**src/rtl/mem_port_arbiter.sv**
```systemverilog
// Arbitrates the MIPS core's fetch and load/store requesters onto one memory port,
// one req/ack transaction at a time, with a fetch starvation guard and a timeout watchdog.
module mem_port_arbiter #(
  parameter int ADDR_W          = 32,
  parameter int DATA_W          = 32,
  parameter int MAX_DATA_STREAK = 4,
  parameter int TIMEOUT         = 255
) (
  input  logic              clk,
  input  logic              rst_n,
  input  logic              f_req,
  input  logic [ADDR_W-1:0] f_addr,
  output logic              f_ready,
  output logic [DATA_W-1:0] f_rdata,
  input  logic              d_req,
  input  logic              d_we,
  input  logic [1:0]        d_size,
  input  logic [ADDR_W-1:0] d_addr,
  input  logic [DATA_W-1:0] d_wdata,
  output logic              d_ready,
  output logic [DATA_W-1:0] d_rdata,
  output logic              m_req,
  output logic              m_we,
  output logic [1:0]        m_size,
  output logic [ADDR_W-1:0] m_addr,
  output logic [DATA_W-1:0] m_wdata,
  input  logic              m_ack,
  input  logic [DATA_W-1:0] m_rdata,
  output logic              stall,
  output logic              bus_error
);

  localparam logic [1:0] ST_IDLE       = 2'd0;
  localparam logic [1:0] ST_FETCH_WAIT = 2'd1;
  localparam logic [1:0] ST_DATA_WAIT  = 2'd2;

  localparam int                   STREAK_W   = $clog2(MAX_DATA_STREAK + 1);
  localparam logic [STREAK_W-1:0]  STREAK_MAX = STREAK_W'(MAX_DATA_STREAK);
  localparam logic [STREAK_W-1:0]  STREAK_ONE = STREAK_W'(1);
  localparam logic [7:0]           TMO_LAST   = 8'(TIMEOUT - 1);
  localparam logic [1:0]           SIZE_WORD  = 2'd2;

  logic [1:0]          state_q,     state_d;
  logic [STREAK_W-1:0] streak_q,    streak_d;
  logic [7:0]          tmo_q,       tmo_d;
  logic                m_req_q,     m_req_d;
  logic                m_we_q,      m_we_d;
  logic [1:0]          m_size_q,    m_size_d;
  logic [ADDR_W-1:0]   m_addr_q,    m_addr_d;
  logic [DATA_W-1:0]   m_wdata_q,   m_wdata_d;
  logic                f_ready_q,   f_ready_d;
  logic                d_ready_q,   d_ready_d;
  logic [DATA_W-1:0]   f_rdata_q,   f_rdata_d;
  logic [DATA_W-1:0]   d_rdata_q,   d_rdata_d;
  logic                bus_error_q, bus_error_d;

  // A requester whose ready is high this cycle is still holding its finished request.
  logic f_pend_s;
  logic d_pend_s;
  assign f_pend_s = f_req & ~f_ready_q;
  assign d_pend_s = d_req & ~d_ready_q;

  // Arbitration, transaction sequencing, streak and timeout next-state logic
  always_comb begin
    state_d     = state_q;
    streak_d    = streak_q;
    tmo_d       = tmo_q;
    m_req_d     = m_req_q;
    m_we_d      = m_we_q;
    m_size_d    = m_size_q;
    m_addr_d    = m_addr_q;
    m_wdata_d   = m_wdata_q;
    f_ready_d   = 1'b0;
    d_ready_d   = 1'b0;
    f_rdata_d   = f_rdata_q;
    d_rdata_d   = d_rdata_q;
    bus_error_d = bus_error_q;

    case (state_q)
      ST_IDLE: begin
        if (d_pend_s && !(f_pend_s && (streak_q == STREAK_MAX))) begin
          state_d   = ST_DATA_WAIT;
          m_req_d   = 1'b1;
          m_we_d    = d_we;
          m_size_d  = d_size;
          m_addr_d  = d_addr;
          m_wdata_d = d_wdata;
          tmo_d     = 8'd0;
          if (f_req) begin
            streak_d = (streak_q == STREAK_MAX) ? streak_q : (streak_q + STREAK_ONE);
          end else begin
            streak_d = '0;
          end
        end else if (f_pend_s) begin
          state_d   = ST_FETCH_WAIT;
          m_req_d   = 1'b1;
          m_we_d    = 1'b0;
          m_size_d  = SIZE_WORD;
          m_addr_d  = f_addr;
          m_wdata_d = '0;
          tmo_d     = 8'd0;
          streak_d  = '0;
        end else begin
          state_d = ST_IDLE;
        end
      end
      ST_FETCH_WAIT, ST_DATA_WAIT: begin
        // An ack on the timeout edge completes normally.
        if (m_ack || (tmo_q == TMO_LAST)) begin
          state_d = ST_IDLE;
          m_req_d = 1'b0;
          if (!m_ack) begin
            bus_error_d = 1'b1;
          end else begin
            bus_error_d = bus_error_q;
          end
          if (state_q == ST_FETCH_WAIT) begin
            f_ready_d = 1'b1;
            f_rdata_d = m_ack ? m_rdata : '0;
          end else begin
            d_ready_d = 1'b1;
            d_rdata_d = m_ack ? m_rdata : '0;
          end
        end else begin
          tmo_d = tmo_q + 8'd1;
        end
      end
      default: begin
        state_d = ST_IDLE;
        m_req_d = 1'b0;
      end
    endcase
  end

  // State and output registers
  always_ff @(posedge clk or negedge rst_n) begin
    if (!rst_n) begin
      state_q     <= ST_IDLE;
      streak_q    <= '0;
      tmo_q       <= 8'd0;
      m_req_q     <= 1'b0;
      m_we_q      <= 1'b0;
      m_size_q    <= 2'd0;
      m_addr_q    <= '0;
      m_wdata_q   <= '0;
      f_ready_q   <= 1'b0;
      d_ready_q   <= 1'b0;
      f_rdata_q   <= '0;
      d_rdata_q   <= '0;
      bus_error_q <= 1'b0;
    end else begin
      state_q     <= state_d;
      streak_q    <= streak_d;
      tmo_q       <= tmo_d;
      m_req_q     <= m_req_d;
      m_we_q      <= m_we_d;
      m_size_q    <= m_size_d;
      m_addr_q    <= m_addr_d;
      m_wdata_q   <= m_wdata_d;
      f_ready_q   <= f_ready_d;
      d_ready_q   <= d_ready_d;
      f_rdata_q   <= f_rdata_d;
      d_rdata_q   <= d_rdata_d;
      bus_error_q <= bus_error_d;
    end
  end

  assign m_req     = m_req_q;
  assign m_we      = m_we_q;
  assign m_size    = m_size_q;
  assign m_addr    = m_addr_q;
  assign m_wdata   = m_wdata_q;
  assign f_ready   = f_ready_q;
  assign d_ready   = d_ready_q;
  assign f_rdata   = f_rdata_q;
  assign d_rdata   = d_rdata_q;
  assign bus_error = bus_error_q;
  assign stall     = f_pend_s | d_pend_s;

endmodule

```
**config.mk**
```make
export PLATFORM = sky130hd
export DESIGN_NAME = mem_port_arbiter
export DESIGN_NICKNAME = d
export VERILOG_FILES = /design/src/rtl/mem_port_arbiter.sv
export SDC_FILE = /design/constraint.sdc
export NUM_CORES = 1
export LEC_CHECK = 0
export ABC_AREA = 1
export CORE_AREA = 3 3 104 156
export CTS_BUF_LIST = sky130_fd_sc_hd__clkbuf_16
export CTS_CLUSTER_DIAMETER = 80
export CTS_CLUSTER_SIZE = 24
export DETAILED_ROUTE_END_ITERATION = 8
export DIE_AREA = 0 0 107 159
export MAX_ROUTING_LAYER = met4
export PLACE_DENSITY = 0.87
export SYNTH_ARGS = -nofsm -noshare
export SYNTH_HDL_FRONTEND = slang
export SYNTH_SLANG_ARGS = --single-unit
```
**constraint.sdc**
```tcl
create_clock -name clk -period 2.15 [get_ports clk]
set_clock_uncertainty 0.2 [all_clocks]
set_input_delay 0.215 -clock clk [delete_from_list [all_inputs] [get_ports clk]]
set_output_delay 0.215 -clock clk [all_outputs]
set_load 0.01 [all_outputs]
```
== After elaboration in Yosys (flattened, before gate mapping) ==
Index checks and enable logic that the tools add are counted.

* Memories kept: 0
* Memory bits (writable): 0
* ROM bits: 0
* Output and inout port bits: 136
* Bits in latches: 0
* Input bits: 136
* Word-level logic and storage cells: 76
* Register bits after elaboration: 148

* Shift-type cells: 0
* $lt $le $gt $ge: 0
* Reduce and logical (&&, ||, !) cells: 15
* Muxes and demuxes: 31
* Add/subtract/negate cells: 2
* Bitwise logic cells: 7
* $mul: 0
* Divide/modulo/power cells: 0
* Eq/ne operators: 8

{| class="wikitable"
|+ Operators with widths
! cell !! number
|-
| $mux 32 || 5
|-
| $mux 8 || 3
|-
| $pmux 8 s2 || 1
|-
| $reduce_and 3->1 || 5
|-
| $mux 1 || 12
|-
| $mux 3 || 4
|-
| $add 8x1->8 const B || 1
|-
| $eq 8x8->1 const B || 1
|-
| $mux 2 || 4
|-
| $ne 3x3->1 const B || 2
|-
| $ne 2x2->1 const B || 2
|-
| $not 1->1 || 4
|-
| $pmux 2 s2 || 1
|-
| $reduce_and 2->1 || 2
|-
| $reduce_bool 2->1 || 2
|-
| $add 3x1->3 const B || 1
|-
| $eq 3x3->1 const B || 1
|-
| $and 1x1->1 || 2
|-
| $eq 2x1->1 const B || 1
|-
| $eq 2x2->1 const B || 1
|-
| $logic_and 1x1->1 || 2
|-
| $logic_not 2->1 || 1
|-
| $pmux 1 s2 || 1
|-
| $reduce_or 2->1 || 1
|-
| 3 further kinds || 3
|}

== Logic depth before layout (Yosys ltp) ==
Gate-level depths: netlist of run 1.

* Word-level depth: 7
* Gate-level depth with buffers: 11
* Gate-level depth less buffers: 10

== Worst setup path after synthesis of run 1 ==
No wires, ideal clock.

* Path kind: register -> register
* Start: register tmo_q[0]
* End: register d_rdata_q[24] (netlist: d_rdata[24])
* Data arrival time: 1.396 ns
* Data required time: 1.820 ns
* Slack: 0.424 ns
* Path buffers: 2
* Cell stages (with the launch flop): 12
* Clock period less this slack: 1.726 ns
* Setup time: 0.130 ns
* Cell sequence: dfrtp_1 inv_1 ha_1 inv_1 nor2_1 nand2_2 nand2_2 nand3_2 buf_6 buf_6 nand2_1 o21ai_1

* Longest elaborated chain between the ends: 3

{| class="wikitable"
|+ Ends and longest elaborated chain
! item !! RTL line !! source
|-
| from (decl) || 45 || <nowiki>logic [7:0] tmo_q, tmo_d;</nowiki>
|-
| from (signal assigned) || 154 || <nowiki>tmo_q <= tmo_d;</nowiki>
|-
| $eq 8x8->1 || 109 || <nowiki>if (m_ack || (tmo_q == TMO_LAST)) begin</nowiki>
|-
| $logic_or 1x1->1 || 109 ||
|-
| $reduce_and 3->1 (no line) || - ||
|-
| to (signal assigned) || 163 || <nowiki>d_rdata_q <= d_rdata_d;</nowiki>
|-
| to (decl) || 54 || <nowiki>logic [DATA_W-1:0] d_rdata_q, d_rdata_d;</nowiki>
|}

No other way between the ends.
A chain may end at the register's enable or synchronous reset.

== Final worst setup path of run 1 ==
* Start: register state_q[0]
* End: register tmo_q[5]

* Longest elaborated chain between the ends: 4
* Elaborated cells between the ends (all ways): 9
* Classes of those cells: 4 x eq/ne; 1 x mux; 4 x reduce/logical

{| class="wikitable"
|+ Ends and longest elaborated chain
! item !! RTL line !! source
|-
| from (decl) || 43 || <nowiki>logic [1:0] state_q, state_d;</nowiki>
|-
| from (signal assigned) || 152 || <nowiki>state_q <= state_d;</nowiki>
|-
| $eq 2x1->1 or $eq 2x2->1 (tied branches) || 79 || <nowiki>case (state_q)</nowiki>
|-
| $reduce_or 2->1 || 79 ||
|-
| $ne 2x2->1 (no line) or $reduce_bool 2->1 (tied branches) || - ||
|-
| $reduce_and 3->1 (no line) || - ||
|}

Several ways; a longest one is shown, not always the timed one.

==> metrics, run 1 <==
cell depth of the worst min-delay path 3; arrival time at the worst endpoint 2120 ps; weighted congestion reported at the end of routability-driven placement 0.884; total inserted antenna cells 0; initial antenna violation count 0; number of buffers created by CTS 17; Die Span Y about 160 um; crit path setup slack, layout between 150 and 200 ps; most frequent cell on the critical path sky130_fd_sc_hd__nand2_1; maximum root-to-sink buffer count 2; share of cells above drive strength 1 10.4%; sort of element at the end of the critical path flop; global route hottest layer met2; met1 capacity usage during global routing between 20 and 25%; Critical path buffers and inverters 2; number of instances in the synthesized netlist 709; global route total overflow 0; Setup WS pre-CTS about 140 ps; Final Net Count roughly 1100; via count of the first global-routing pass 5920; cell-by-cell listing of the critical path inv_1 -> ha_1 -> inv_2 -> nor2_1 -> nand2_1 -> a21oi_1 -> nand2_1 -> nand2_1; area overhead of the layout relative to synthesis 55.0%; vias per std cell ~5; initial core utilization a little over two fifths; starting DRC count in detailed routing 318; type of the setup path with the least slack flop to flop; post-synthesis sequential area ratio a little under 60%; synth unique cells 23; total clock sinks approximately 150; worst slew pin tran around 550 ps; # IOs 272; number of placed cells counting well taps roughly 1200; post-CTS setup buffer count 0; number of non-filler instances in the completed layout roughly 1200; CTS root buf sky130_fd_sc_hd__clkbuf_16; overall die width roughly 110 um; standard cell core area ~0.015 mm^2; Critical Path Stages 8; Warnings, synthesis 0; min Tclk post-route slightly below 2000 ps; CTS tree yes; startpoint kind of the worst setup timing path flop; number of vias in the routed layout 5952; Final Slew Violations 0; maximum level of the CTS H-tree 4; LEAKAGE around 0.0045 uW; later-pin clock latency in the skew report between 400 and 500 ps; Die Area between 0.015 and 0.02 mm^2; Peak VDD IR 0.742 mV; wire length of the first global-routing pass a little under 30 mm; mean area per synthesized cell 9.02 um^2; sum of routed wire length over all layers 18.8 mm; routed wire length per instance ~16 um; depth of the most critical reg-to-reg path 8; Period Utilization, post-route between 90% and 100%; slowest library cell on the worst path sky130_fd_sc_hd__ha_1; worst path required time roughly 2300 ps; Std-Cell Rows 55; M2 GR Usage just under 40%; aggregate global-route resource usage 22.6%; status complete, no violations; kind of cell adding the most delay to the critical path simple AND/OR/NAND/NOR gates; Max-Slew Margin vs Limit about 63%; RSZ-0062 raised after global routing false; min-delay worst type input pin to flop; power density of the placed cells 1370 mW/mm^2; cell area after technology mapping about 0.0064 mm^2; setup violation total in the final timing report 0; Achievable Freq approximately 500 MHz; DR DRC count 0; maximum number of pins on one net before global-route repair 66; post-detailed-route count of antenna-violating nets 0; buffers added on ports approximately 270; final hold violation count 0; met3 global-route usage around 8%; Power, Total about 14000 uW; nets in the synthesized netlist 851; sum of negative setup slack 0 ps; register bit count reported by yosys about 150; post-detail-place hpwl roughly 13 mm; clock transition at the registers of the reported paths 60 ps; number of violations of the max-capacitance limit 0; CP peak stage delay a little over 400 ps; peak fanout along the critical path 9; number of detailed-routing iterations run before antenna repair 5
stage by stage:
step	area (um^2)	utilization (%)	hold WS, ps
6_report	9910	65.8	132
5_1_grt	9910	65.8	131
4_1_cts	9910	65.7	114
3_5_place_dp	9320	61.8	26.7
3_3_place_gp	9320	61.8	32.2
2_1_floorplan	6390	-	-281
placed cells by master, fill, tap and decap left out:
| cell | n |
|---|---|
| sky130_fd_sc_hd__nor2_2 | 2 |
| sky130_fd_sc_hd__inv_8 | 1 |
| sky130_fd_sc_hd__inv_2 | 2 |
| sky130_fd_sc_hd__clkinvlp_4 | 4 |
| sky130_fd_sc_hd__nor2_4 | 1 |
| sky130_fd_sc_hd__bufinv_16 | 2 |
| sky130_fd_sc_hd__dlygate4sd3_1 | 1 |
| sky130_fd_sc_hd__clkbuf_16 | 17 |
| sky130_fd_sc_hd__nand3_2 | 2 |
| sky130_fd_sc_hd__clkdlybuf4s50_1 | 269 |
| sky130_fd_sc_hd__buf_6 | 2 |
| sky130_fd_sc_hd__xor2_1 | 1 |
| sky130_fd_sc_hd__a21oi_1 | 66 |
| sky130_fd_sc_hd__clkinv_1 | 1 |
| sky130_fd_sc_hd__o21ai_1 | 28 |
| sky130_fd_sc_hd__a31o_2 | 1 |
| sky130_fd_sc_hd__dlymetal6s2s_1 | 1 |
| sky130_fd_sc_hd__nor2_1 | 50 |
| sky130_fd_sc_hd__o21ai_2 | 37 |
| sky130_fd_sc_hd__inv_6 | 4 |
| sky130_fd_sc_hd__o21bai_1 | 1 |
| sky130_fd_sc_hd__inv_1 | 21 |
| sky130_fd_sc_hd__nor3b_1 | 1 |
| sky130_fd_sc_hd__nand2_2 | 6 |
| sky130_fd_sc_hd__o21ai_0 | 7 |
| sky130_fd_sc_hd__buf_4 | 19 |
| sky130_fd_sc_hd__buf_12 | 3 |
| sky130_fd_sc_hd__nand4_1 | 2 |
| sky130_fd_sc_hd__dfrtp_1 | 148 |
| sky130_fd_sc_hd__nand2_1 | 244 |
| sky130_fd_sc_hd__nand3_1 | 45 |
| sky130_fd_sc_hd__clkinv_4 | 1 |
| sky130_fd_sc_hd__ha_1 | 6 |
timing repair:
action | 4_1_cts | 5_1_grt
setup endpoints to repair | 0 | 19
resized for setup | 0 | 2
hold buffers | 1 | 0
endpoints found under the hold margin | 62 | 0
logic make-up after synthesis:
logic type / after synthesis / synth area share (%)
AND/OR/NAND/NOR: 353 / 22.3
flip-flops: 148 / 57.9
AO/OA/AOI/OAI: 140 / 13.2
buffers and inverters: 61 / 5.22
adder cells (fa/ha/maj): 6 / 1.17
XOR/XNOR: 1 / 0.137
sequential cells by signal, summed over array words and instances, names as in the netlist:
name and flops:
streak_q 3, f_ready 1, d_ready 1, m_size 2, f_rdata 32, tmo_q 8
d_rdata 32, bus_error 1, state_q 2, m_wdata 32, m_req 1, m_addr 32
m_we 1
worst reg2reg max path, delay by kind of cell, from the launching register on:
family	cells	cell delay (ps)
fa+ha+maj	1	410
flops	1	350
simple gates	4	440
compound gates	1	320
buf+inv	2	200
layer usage:
layer	part of all wire, %	routed length (um)
met5	0	0
met1	37	7030
met2	51	9540
met3	9.1	1720
met4	2.7	507
synth_stat cells (all sizes together):
cell | count | area share [%]
ha | 6 | 1.2
nor2 | 53 | 3.3
o21ai | 72 | 7.8
buf | 24 | 3.1
clkbuf | 16 | 0.94
inv | 21 | 1.2
nand2 | 250 | 15
nand4 | 2 | 0.20
nand3 | 47 | 3.8
nor3b | 1 | 0.12
xor2 | 1 | 0.14
dfrtp | 148 | 58
o21bai | 1 | 0.12
a31o | 1 | 0.14
a21oi | 66 | 5.2
path summary, 6_finish.rpt:
kind | from | to | slack [ps]
max | state_q[0]$_DFFE_PN0P_ | tmo_q[5]$_DFFE_PN0P_ | 180
min | d_wdata[23] | m_wdata[23]$_DFFE_PN0P_ | 130
min reg2reg | m_wdata[9]$_DFFE_PN0P_ | m_wdata[9]$_DFFE_PN0P_ | 280
max in group asynchronous | rst_n | m_addr[31]$_DFFE_PN0P_ | 900
min in group asynchronous | rst_n | m_wdata[16]$_DFFE_PN0P_ | 140
max reg2reg | state_q[0]$_DFFE_PN0P_ | tmo_q[5]$_DFFE_PN0P_ | 180
report_power, final:
group	switching [uW]	internal, uW	leakage [uW]	total (uW)
registers	607	3900	0.00189	4500
logic	3100	3020	0.00232	6130
clock network	1220	1720	0.000279	2940
total	4930	8640	0.00448	13600
area by class of cell:
| type | instances | area [um^2] |
|---|---|---|
| multi-input cells | 500 | 2360 |
| clock inverters | 15 | 156 |
| clock buffers | 17 | 425 |
| fillers | 1173 | 5160 |
| repair buffers | 295 | 2940 |
| well taps | 199 | 249 |
| inverters | 21 | 78.8 |
| flip-flops and latches | 148 | 3700 |
(Power assumes the default switching activity.)
==> inputs of run 2 (changes only) <==
--- a/config.mk
+++ b/config.mk
@@ -7,10 +7,9 @@
 export LEC_CHECK = 0
 export ABC_AREA = 1
-export CORE_AREA = 3 3 104 156
-export CTS_BUF_LIST = sky130_fd_sc_hd__clkbuf_16
+export CORE_AREA = 8 8 109 161
 export CTS_CLUSTER_DIAMETER = 80
 export CTS_CLUSTER_SIZE = 24
 export DETAILED_ROUTE_END_ITERATION = 8
-export DIE_AREA = 0 0 107 159
+export DIE_AREA = 0 0 117 169
 export MAX_ROUTING_LAYER = met4
 export PLACE_DENSITY = 0.87
==> constraint.sdc (replaced) <==
create_clock -name clk -period 2.15 [get_ports clk]
set_clock_uncertainty 0.2 [all_clocks]
set_input_delay 0.5375 -clock clk [delete_from_list [all_inputs] [get_ports clk]]
set_output_delay 0.5375 -clock clk [all_outputs]
set_load 0.01 [all_outputs]
==> metrics, run 2 (synthesis gave the netlist of run 1 again) <==
status complete, no violations; total inserted antenna cells 0 (unchanged); cell depth of the worst min-delay path 1 (-2); via count of the first global-routing pass 6238 (+5.4%); Placed Area 0.00947 mm^2 (+1.7%); number of vias in the routed layout 5977 (+0.42%); number of non-filler instances in the completed layout 1211 (+1.3%); worst path required time 1410 ps (-890 ps); maximum number of pins on one net before global-route repair 52 (-21%); Setup WS pre-CTS -380 ps (-522 ps); vias per std cell 4.94 (-0.91%); aggregate global-route resource usage 21.3% (-1.3 points); final hold violation count 0 (unchanged); min-delay worst type flop to flop; Die Span Y 169 um (+6.3%); initial antenna violation count 0 (unchanged); RSZ-0062 raised after global routing false; type of the setup path with the least slack flop to primary output; post-CTS setup buffer count 0 (unchanged); number of placed cells counting well taps 1178 (+1.4%); share of cells above drive strength 1 11.8% (+1.4 points); kind of cell adding the most delay to the critical path buffers and inverters; Peak VDD IR 0.763 mV (+2.8%); startpoint kind of the worst setup timing path flop; Critical path buffers and inverters 1 (-1); sum of routed wire length over all layers 20.4 mm (+8.5%); number of buffers created by CTS 17 (unchanged); post-route cell area 0.0101 mm^2 (+1.5%); DR DRC count 0 (unchanged); post-detail-place hpwl 15.5 mm (+15%); wire length of the first global-routing pass 31.8 mm (+6.7%); maximum level of the CTS H-tree 4 (unchanged); # IOs 272 (unchanged); CP peak stage delay 580 ps (+170 ps); maximum root-to-sink buffer count 2 (unchanged); cell-by-cell listing of the critical path clkdlybuf4s50_1; sort of element at the end of the critical path primary output; area overhead of the layout relative to synthesis 57.3%; weighted congestion reported at the end of routability-driven placement 0.828 (-6.3%); starting DRC count in detailed routing 393 (+24%); depth of the most critical reg-to-reg path 10 (+2); routed wire length per instance 16.8 um (+7.1%); CTS root buf sky130_fd_sc_hd__clkbuf_16; Final Slew Violations 0 (unchanged); clock transition at the registers of the reported paths 70 ps (about the same); end point of the critical path m_wdata[31]; post-detailed-route count of antenna-violating nets 0 (unchanged); Register-to-Register Setup Slack 220 ps (+40 ps); Crit Reg-Reg Startpoint tmo_q[0]$_DFFE_PN0P_; peak fanout along the critical path 2 (-7); initial core utilization 41.9% (-0.57 points); number of violations of the max-capacitance limit 0 (unchanged); Max-Slew Margin vs Limit 69.2% (+6.2 points); min Tclk post-route 2090 ps (+117 ps); CTS tree yes; Final Net Count 1137 (+1.1%); sum of negative setup slack 0 ps (unchanged); worst slew pin tran 462 ps (-92.5 ps); share of the core filled with cells in the final layout 65.8% (about the same); buffers added on ports 271 (unchanged); overall die width 117 um (+9.3%); global route total overflow 0 (unchanged); worst setup path start m_wdata[31]$_DFFE_PN0P_; layout filler cell count 1243 (+6.0%); Std-Cell Rows 56 (+1.8%); Period Utilization, post-route 97.2% (+5.4 points); later-pin clock latency in the skew report 410 ps (about the same); slowest library cell on the worst path sky130_fd_sc_hd__clkdlybuf4s50_1; Die Area 0.0198 mm^2 (+16%); power density of the placed cells 1370 mW/mm^2 (-0.29%); number of detailed-routing iterations run before antenna repair 4 (-1); LEAKAGE 0.00457 uW (+2.1%); arrival time at the worst endpoint 1350 ps (-770 ps); crit path setup slack, layout 60.5 ps (-117 ps); standard cell core area 0.0153 mm^2 (+1.4%); total clock sinks 148 (unchanged); Achievable Freq 479 MHz (-5.6%); Critical Path Stages 1 (-7); top library cells by usage in the layout, fill and taps aside sky130_fd_sc_hd__clkdlybuf4s50_1 (266), sky130_fd_sc_hd__nand2_1 (244), sky130_fd_sc_hd__dfrtp_1 (148); setup violation total in the final timing report 0 (unchanged); capturing point of the worst reg2reg path tmo_q[6]$_DFFE_PN0P_; most common library cell in the layout ignoring fill and taps sky130_fd_sc_hd__clkdlybuf4s50_1
## run 2: changes by cell type in the layout (fill, tap and decap cells not counted), moves of 2 or more
cell / before / now
sky130_fd_sc_hd__dlygate4sd2_1: 0 / 2
sky130_fd_sc_hd__inv_1: 21 / 19
sky130_fd_sc_hd__clkbuf_8: 0 / 2
sky130_fd_sc_hd__clkinv_4: 1 / 5
sky130_fd_sc_hd__buf_4: 19 / 27
sky130_fd_sc_hd__clkdlybuf4s50_1: 269 / 266
sky130_fd_sc_hd__buf_12: 3 / 8
## run 2: how the worst min path moves through the flow
| stage | startpoint | end | slack [ps] |
|---|---|---|---|
| CTS | bus_error$_DFFE_PN0P_ | bus_error$_DFFE_PN0P_ | 270 |
| global route | bus_error$_DFFE_PN0P_ | bus_error$_DFFE_PN0P_ | 290 |
| detailed placement | bus_error$_DFFE_PN0P_ | bus_error$_DFFE_PN0P_ | 250 |
| global placement | bus_error$_DFFE_PN0P_ | bus_error$_DFFE_PN0P_ | 250 |
| finish | bus_error$_DFFE_PN0P_ | bus_error$_DFFE_PN0P_ | 260 |
| floorplan | rst_n | bus_error$_DFFE_PN0P_ | 40 |
## run 2: final cells by class
cell class | count | area, um^2 | area share, %
sequential | 148 | 3700 | 36.8
timing repair buffer | 307 | 3080 | 30.6
clock buffer | 20 | 457 | 4.54
tap | 203 | 254 | 2.53
multi-input combinational | 500 | 2360 | 23.5
inverter | 21 | 78.8 | 0.784
clock inverter | 12 | 123 | 1.22
## run 2: stage by stage
| stage | power, uW | hold WS [ps] |
|---|---|---|
| after floorplan | 7460 | 41.9 |
| after detailed placement | 11000 | 252 |
| after CTS | 13900 | 268 |
| final | 13700 | 263 |
| after global placement | 10700 | 252 |
| after global routing | 14600 | 287 |
## run 2: layer usage
layer | wire, um | vias to the layer above | global-route usage (%)
met3 | 1610 | 41 | 5.85
met2 | 10700 | 229 | 36.7
met1 | 7440 | 2829 | 21.7
li1 | - | 2878 | -
met5 | 0 | - | -
met4 | 666 | 0 | 9.68
## run 2: timing repair
item,4_1_cts,5_1_grt
pin swaps,0,0
hold buffers,1,0
hold endpoints to repair,39,0
gates resized for setup,6,1
endpoints found under the setup margin,2,1
## run 2: where the power goes
part           switching (uW)  leakage, uW  internal (uW)
registers                 602      0.00189           3900
logic                    3190      0.00241           3160
clock network            1200     0.000274           1680
total                    5000      0.00457           8730
